## src/rtl/fifo_param.sv

```systemverilog
// Synchronous single-clock FIFO with parametrised width and depth.
// Registered read data with a one-cycle valid strobe, run-time programmable
// almost_full/almost_empty thresholds, occupancy count and one-cycle error
// pulses for rejected requests. A write is accepted at full if a read is
// accepted in the same cycle. A read at empty is always rejected; there is
// no write-to-read bypass.
// Optional feature: define FIFO_WATERMARK_EN to add Fifo_peak, the highest
// occupancy seen since reset.
module fifo_param #(
  parameter int unsigned BITNUMBER = 8,
  parameter int unsigned LENGTH    = 8,
  parameter int unsigned PTRWIDTH  = 3
) (
  input  logic                 clk,
  input  logic                 reset,
  input  logic                 Fifo_wr,
  input  logic                 Fifo_rd,
  input  logic [BITNUMBER-1:0] Fifo_Data_in,
  input  logic [PTRWIDTH:0]    umbral_alto,
  input  logic [PTRWIDTH:0]    umbral_bajo,
  output logic [BITNUMBER-1:0] Fifo_Data_out,
  output logic                 Fifo_valid,
  output logic                 Fifo_full,
  output logic                 Fifo_empty,
  output logic                 almost_full,
  output logic                 almost_empty,
  output logic                 Fifo_wr_error,
  output logic                 Fifo_rd_error,
`ifdef FIFO_WATERMARK_EN
  output logic [PTRWIDTH:0]    Fifo_peak,
`endif
  output logic [PTRWIDTH:0]    Fifo_count
);

  localparam int unsigned CntW = PTRWIDTH + 1;

  // Storage; deliberately not cleared by reset.
  logic [BITNUMBER-1:0] mem_q [LENGTH];

  logic [PTRWIDTH-1:0]  wr_ptr_q, wr_ptr_d;
  logic [PTRWIDTH-1:0]  rd_ptr_q, rd_ptr_d;
  logic [CntW-1:0]      count_q, count_d;
  logic [BITNUMBER-1:0] data_out_q, data_out_d;
  logic                 valid_q;
  logic                 wr_err_q;
  logic                 rd_err_q;

  logic                 full;
  logic                 empty;
  logic                 rd_ok;
  logic                 wr_ok;

  // Status decode from the registered count and the accept rules.
  always_comb begin
    empty = (count_q == '0);
    full  = (count_q == CntW'(LENGTH));
    rd_ok = Fifo_rd & ~empty;
    // At full, a same-cycle read frees the slot the write lands in.
    wr_ok = Fifo_wr & (~full | rd_ok);
  end

  // Next-state for pointers, occupancy and read data.
  always_comb begin
    wr_ptr_d   = wr_ptr_q;
    rd_ptr_d   = rd_ptr_q;
    count_d    = count_q;
    data_out_d = data_out_q;

    // Pointers wrap naturally because LENGTH == 2**PTRWIDTH.
    if (wr_ok) begin
      wr_ptr_d = wr_ptr_q + PTRWIDTH'(1);
    end
    if (rd_ok) begin
      rd_ptr_d   = rd_ptr_q + PTRWIDTH'(1);
      data_out_d = mem_q[rd_ptr_q];
    end

    case ({wr_ok, rd_ok})
      2'b10:   count_d = count_q + CntW'(1);
      2'b01:   count_d = count_q - CntW'(1);
      default: count_d = count_q;
    endcase
  end

  // Memory write port; requests seen during reset are dropped.
  always_ff @(posedge clk) begin
    if (!reset && wr_ok) begin
      mem_q[wr_ptr_q] <= Fifo_Data_in;
    end
  end

  // Control state, read data and one-cycle strobes.
  always_ff @(posedge clk) begin
    if (reset) begin
      wr_ptr_q   <= '0;
      rd_ptr_q   <= '0;
      count_q    <= '0;
      data_out_q <= '0;
      valid_q    <= 1'b0;
      wr_err_q   <= 1'b0;
      rd_err_q   <= 1'b0;
    end else begin
      wr_ptr_q   <= wr_ptr_d;
      rd_ptr_q   <= rd_ptr_d;
      count_q    <= count_d;
      data_out_q <= data_out_d;
      valid_q    <= rd_ok;
      wr_err_q   <= Fifo_wr & ~wr_ok;
      rd_err_q   <= Fifo_rd & empty;
    end
  end

`ifdef FIFO_WATERMARK_EN
  logic [CntW-1:0] peak_q, peak_d;

  // Track the highest occupancy; compared against the count being loaded.
  always_comb begin
    peak_d = (count_d > peak_q) ? count_d : peak_q;
  end

  // Peak register, cleared with the rest of the FIFO state.
  always_ff @(posedge clk) begin
    if (reset) begin
      peak_q <= '0;
    end else begin
      peak_q <= peak_d;
    end
  end

  assign Fifo_peak = peak_q;
`endif

  // Outputs; threshold flags follow the threshold inputs combinationally.
  assign Fifo_Data_out = data_out_q;
  assign Fifo_valid    = valid_q;
  assign Fifo_wr_error = wr_err_q;
  assign Fifo_rd_error = rd_err_q;
  assign Fifo_count    = count_q;
  assign Fifo_full     = full;
  assign Fifo_empty    = empty;
  // Unsigned compares: umbral_alto == 0 and umbral_bajo >= LENGTH saturate to 1.
  assign almost_full   = (count_q >= umbral_alto);
  assign almost_empty  = (count_q <= umbral_bajo);

endmodule

```

## config.mk

```make
export PLATFORM = sky130hd
export DESIGN_NAME = fifo_param
export DESIGN_NICKNAME = d
export VERILOG_FILES = /design/src/rtl/fifo_param.sv
export SDC_FILE = /design/constraint.sdc
export NUM_CORES = 1
export LEC_CHECK = 0
export CAP_MARGIN = 0
export CELL_PAD_IN_SITES_DETAIL_PLACEMENT = 0
export CELL_PAD_IN_SITES_GLOBAL_PLACEMENT = 1
export CORE_MARGIN = 2
export CORE_UTILIZATION = 35
export CTS_CLUSTER_SIZE = 40
export DETAILED_ROUTE_END_ITERATION = 6
export PLACE_DENSITY_LB_ADDON = 0.15
export SYNTH_ARGS = -nofsm -noshare
export SYNTH_HDL_FRONTEND = slang
export SYNTH_SLANG_ARGS = --single-unit
```

## constraint.sdc

```tcl
create_clock -name clk -period 6.1 [get_ports clk]
set_input_delay 0.915 -clock clk [delete_from_list [all_inputs] [get_ports clk]]
set_output_delay 0.915 -clock clk [all_outputs]
set_load 0.005 [all_outputs]
```

==> PnR_summary.wiki <==
{| class="wikitable"
! Metric !! Value
|-
| Wire length of the first global-routing pass || around 11000 microns
|-
| Sequential fraction of the synthesis area || 64.5%
|-
| Clock buffer depth || 2
|-
| Pin count of the biggest net entering global routing || 27
|-
| RSZ-0062 raised after global routing || false
|-
| Total routing resource utilization after global routing || a little over an eighth
|-
| Proportion of total power due to net switching || approximately a third
|-
| Ratio of routed vias to standard cells || ~4.8
|-
| Post-CTS setup buffer count || 0
|-
| Worst EP arrival || ~2800 ps
|-
| Most frequent cell after synthesis || edfxtp_1
|-
| Cell area power density || 375 nW/um^2
|-
| Area growth from synthesis to layout || 19.5%
|-
| Area of the multi-input gates || approximately 1200 sq um
|-
| Net switching power of the design || ~0.52 mW
|-
| Largest driver fanout on the critical path || 2
|-
| Final Hold Slack || roughly 540 ps
|-
| Synthesized cell area || about 3600 sq um
|-
| Distinct cell type count of the synthesized netlist || 38
|-
| Peak supply drop || ~150 uV
|-
| # hold bufs at CTS || 0
|-
| Initial DRT Pass Iterations || 4
|-
| Via count || about 2000
|-
| Crit. End Element || output pin
|-
| Die area || 11200 sq um
|-
| Diodes inserted || 0
|-
| Reg-to-reg slack, setup || ~3100 ps
|-
| IO Count || 39
|-
| Total of flip-flops plus latches after synthesis || 85
|-
| Sum of overflow across all layers after global routing || 0
|-
| Final Wtd Congestion || just over 0.7
|-
| Die H || 106 microns
|-
| Synth top cells by count || 64 x edfxtp_1, 25 x nor2_1, 21 x dfxtp_1
|-
| Leading post-synthesis cells by cell area || edfxtp_1 53%, dfxtp_1 12%, mux4_2 9.9%
|-
| Final setup vio count || 0
|-
| End-of-flow core utilization || between 40% and 50%
|-
| Slew at the pin with the worst max-slew slack || between 1000 and 1500 ps
|-
| Initial antenna violation count || 0
|-
| Data required time of the worst path || 5180 ps
|-
| Total wire length after detailed routing || 7080 microns
|-
| Share of the cycle needed by the critical path after routing || a little over 60%
|-
| Number of global-route vias before repair || ~2000
|-
| Rows || 37
|-
| Total core area || 10200 sq um
|-
| Status || completed
|-
| Synth top area share || 52.9%
|-
| Cell-internal power || 1.11 mW
|-
| Peak Freq || ~0.27 GHz
|-
| Primary FF master, synth || edfxtp_1
|-
| Fillers || approximately 950
|-
| Non-Filler Cell Area, Final || ~4300 sq um
|-
| Max-capacitance violation count || 0
|-
| Total power consumption of the routed design || 1.63 mW
|-
| Post-route setup TNS || 0 ps
|-
| Syn Inst Count || between 200 and 250
|-
| CTS tree || done
|-
| Sinks on the clock net || 85
|-
| Number of max-slew violations in the final report || 0
|-
| Worst slew slack as a fraction of its limit || 32.3%
|-
| Clock insertion delay at the later pin of the skew report || 360 ps
|-
| Yosys warns || 0
|-
| Register cell area after layout || 2340 sq um
|-
| Detailed placer's ending HPWL || around 4500 microns
|-
| Startpoint class of the critical path || input pin
|-
| Post-Syn Nets || roughly 260
|-
| Clock tree root buffer cell || clkbuf_8
|-
| Post-layout net count || 303
|-
| CP Class || input pin to output pin
|-
| Quantity of I/O buffers inserted on ports || 38
|-
| DRC violation count after routing || 0
|-
| Class of the worst hold path || flip-flop to flip-flop
|-
| Maximum single-stage delay on the critical path || about 520 ps
|-
| Shortest period the worst path allows || around 3700 ps
|-
| Relative contribution of the clock network to total power || approximately 23%
|-
| Hold Fails Final Rpt || 0
|-
| Effective utilization at floorplan || a little over a third
|-
| Critical path, cell by cell || clkdlybuf4s50_1, inv_1, ha_1, nor2b_1, o21a_1, o21a_1, o21ai_0, clkdlybuf4s50_1
|-
| Initial DRC Count || 110
|-
| FFs w/ async S/R, synth || 0%
|-
| Placed Area || 4160 sq um
|-
| Reg power frac || roughly 45%
|-
| Share of layout cells above drive strength 1 || about a fifth
|-
| Horizontal die dimension || 106 microns
|-
| Number of enable-type register cells in the synthesized netlist || between 60 and 70
|-
| Area leader, netlist || edfxtp_1
|-
| Average cell area after synthesis || 15.8 sq um
|-
| Clock-pin slew reported for the worst setup and hold paths after clock tree synthesis || about 90 ps
|-
| Number of nets with antenna violations after routing || 0
|-
| LEAKAGE || 1.45 nW
|-
| Total of cells resized after clock tree synthesis || 0
|-
| TritonCTS buffer count || 9
|-
| Slowest library cell on the worst path || clkdlybuf4s50_1
|-
| Setup skew after layout || approximately 11 ps
|-
| Number of levels the H-tree was split into || 3
|-
| Routed length per instance || around 17 microns
|-
| Combinational power share || about a third
|}
[placed cells by master, fill, tap and decap left out, types with 9 or more instances in the layout]
cell type	netlist	final
nor2_1	25	25
inv_1	10	10
dfxtp_1	21	21
clkdlybuf4s50_1	0	38
nand2_1	9	9
clkbuf_8	0	9
mux2i_1	9	9
ha_1	12	12
a211oi_2	9	9
edfxtp_1	64	64
mux4_2	16	16
[worst max-delay path, delay by kind of cell]
kind	cells	cell delay (ps)
AO/OA/AOI/OAI	3	460
AND/OR/NAND/NOR	1	130
adder cells (fa/ha/maj)	1	290
buffers and inverters	3	1010
[per-layer routing]
layer	routed length [microns]	vias up	GRT usage (%)
met5	0	-	0
met4	134	0	5.73
met3	239	14	2.60
met2	3240	44	21.2
met1	3470	987	17.9
li1	-	948	-
[per-stage QoR]
step	setup slack, ps	std cells
after floorplan	3360	230
after global placement	2300	395
after detailed placement	2230	395
after CTS	2350	411
after global routing	2300	411
final	2370	411
[sequential cells by signal, summed over array words and instances, names as in the netlist]
| register | cells |
|---|---|
| Fifo_Data_out | 8 |
| Fifo_valid | 1 |
| mem_q | 64 |
| Fifo_wr_error | 1 |
| wr_ptr_q | 3 |
| Fifo_rd_error | 1 |
| Fifo_count | 4 |
| rd_ptr_q | 3 |
[final timing paths]
path | from | endpoint | cells after the start
max | umbral_bajo[1] | almost_empty | 8
min | Fifo_Data_out[6] | Fifo_Data_out[6] | 2
max reg2reg | Fifo_count[3] | Fifo_count[3] | 8
min reg2reg | Fifo_Data_out[6] | Fifo_Data_out[6] | 2
[kinds of logic (layout without fill, tap and decap cells)]
family | count (synthesis) | in the layout | share of synthesized area [%]
DFF | 85 | 85 | 64.5
and+or+nand+nor | 49 | 49 | 6.20
AOI/OAI and AO/OA | 27 | 27 | 7.10
muxes | 26 | 26 | 12.7
buffers and inverters | 23 | 68 | 3.10
adders and majority gates | 13 | 13 | 4.69
xor gates and xnor gates | 7 | 7 | 1.69
[cell type report]
cell class	count	area share, %
clock buffer	9	2.85
clock inverter	7	1.33
inverter	10	0.865
multi-input combinational	122	27.6
sequential	85	54.0
tap	136	3.92
timing repair buffer	42	9.46
[power by group through the flow]
stage / Combinational [mW] / Clock (mW) / Sequential (mW)
after detailed placement: 0.534 / 0 / 0.748
after floorplan: 0.386 / 0 / 0.723
final: 0.526 / 0.371 / 0.732
after global routing: 0.590 / 0.405 / 0.743
after global placement: 0.531 / 0 / 0.748
after CTS: 0.538 / 0.381 / 0.734
(Power assumes the default switching activity.)
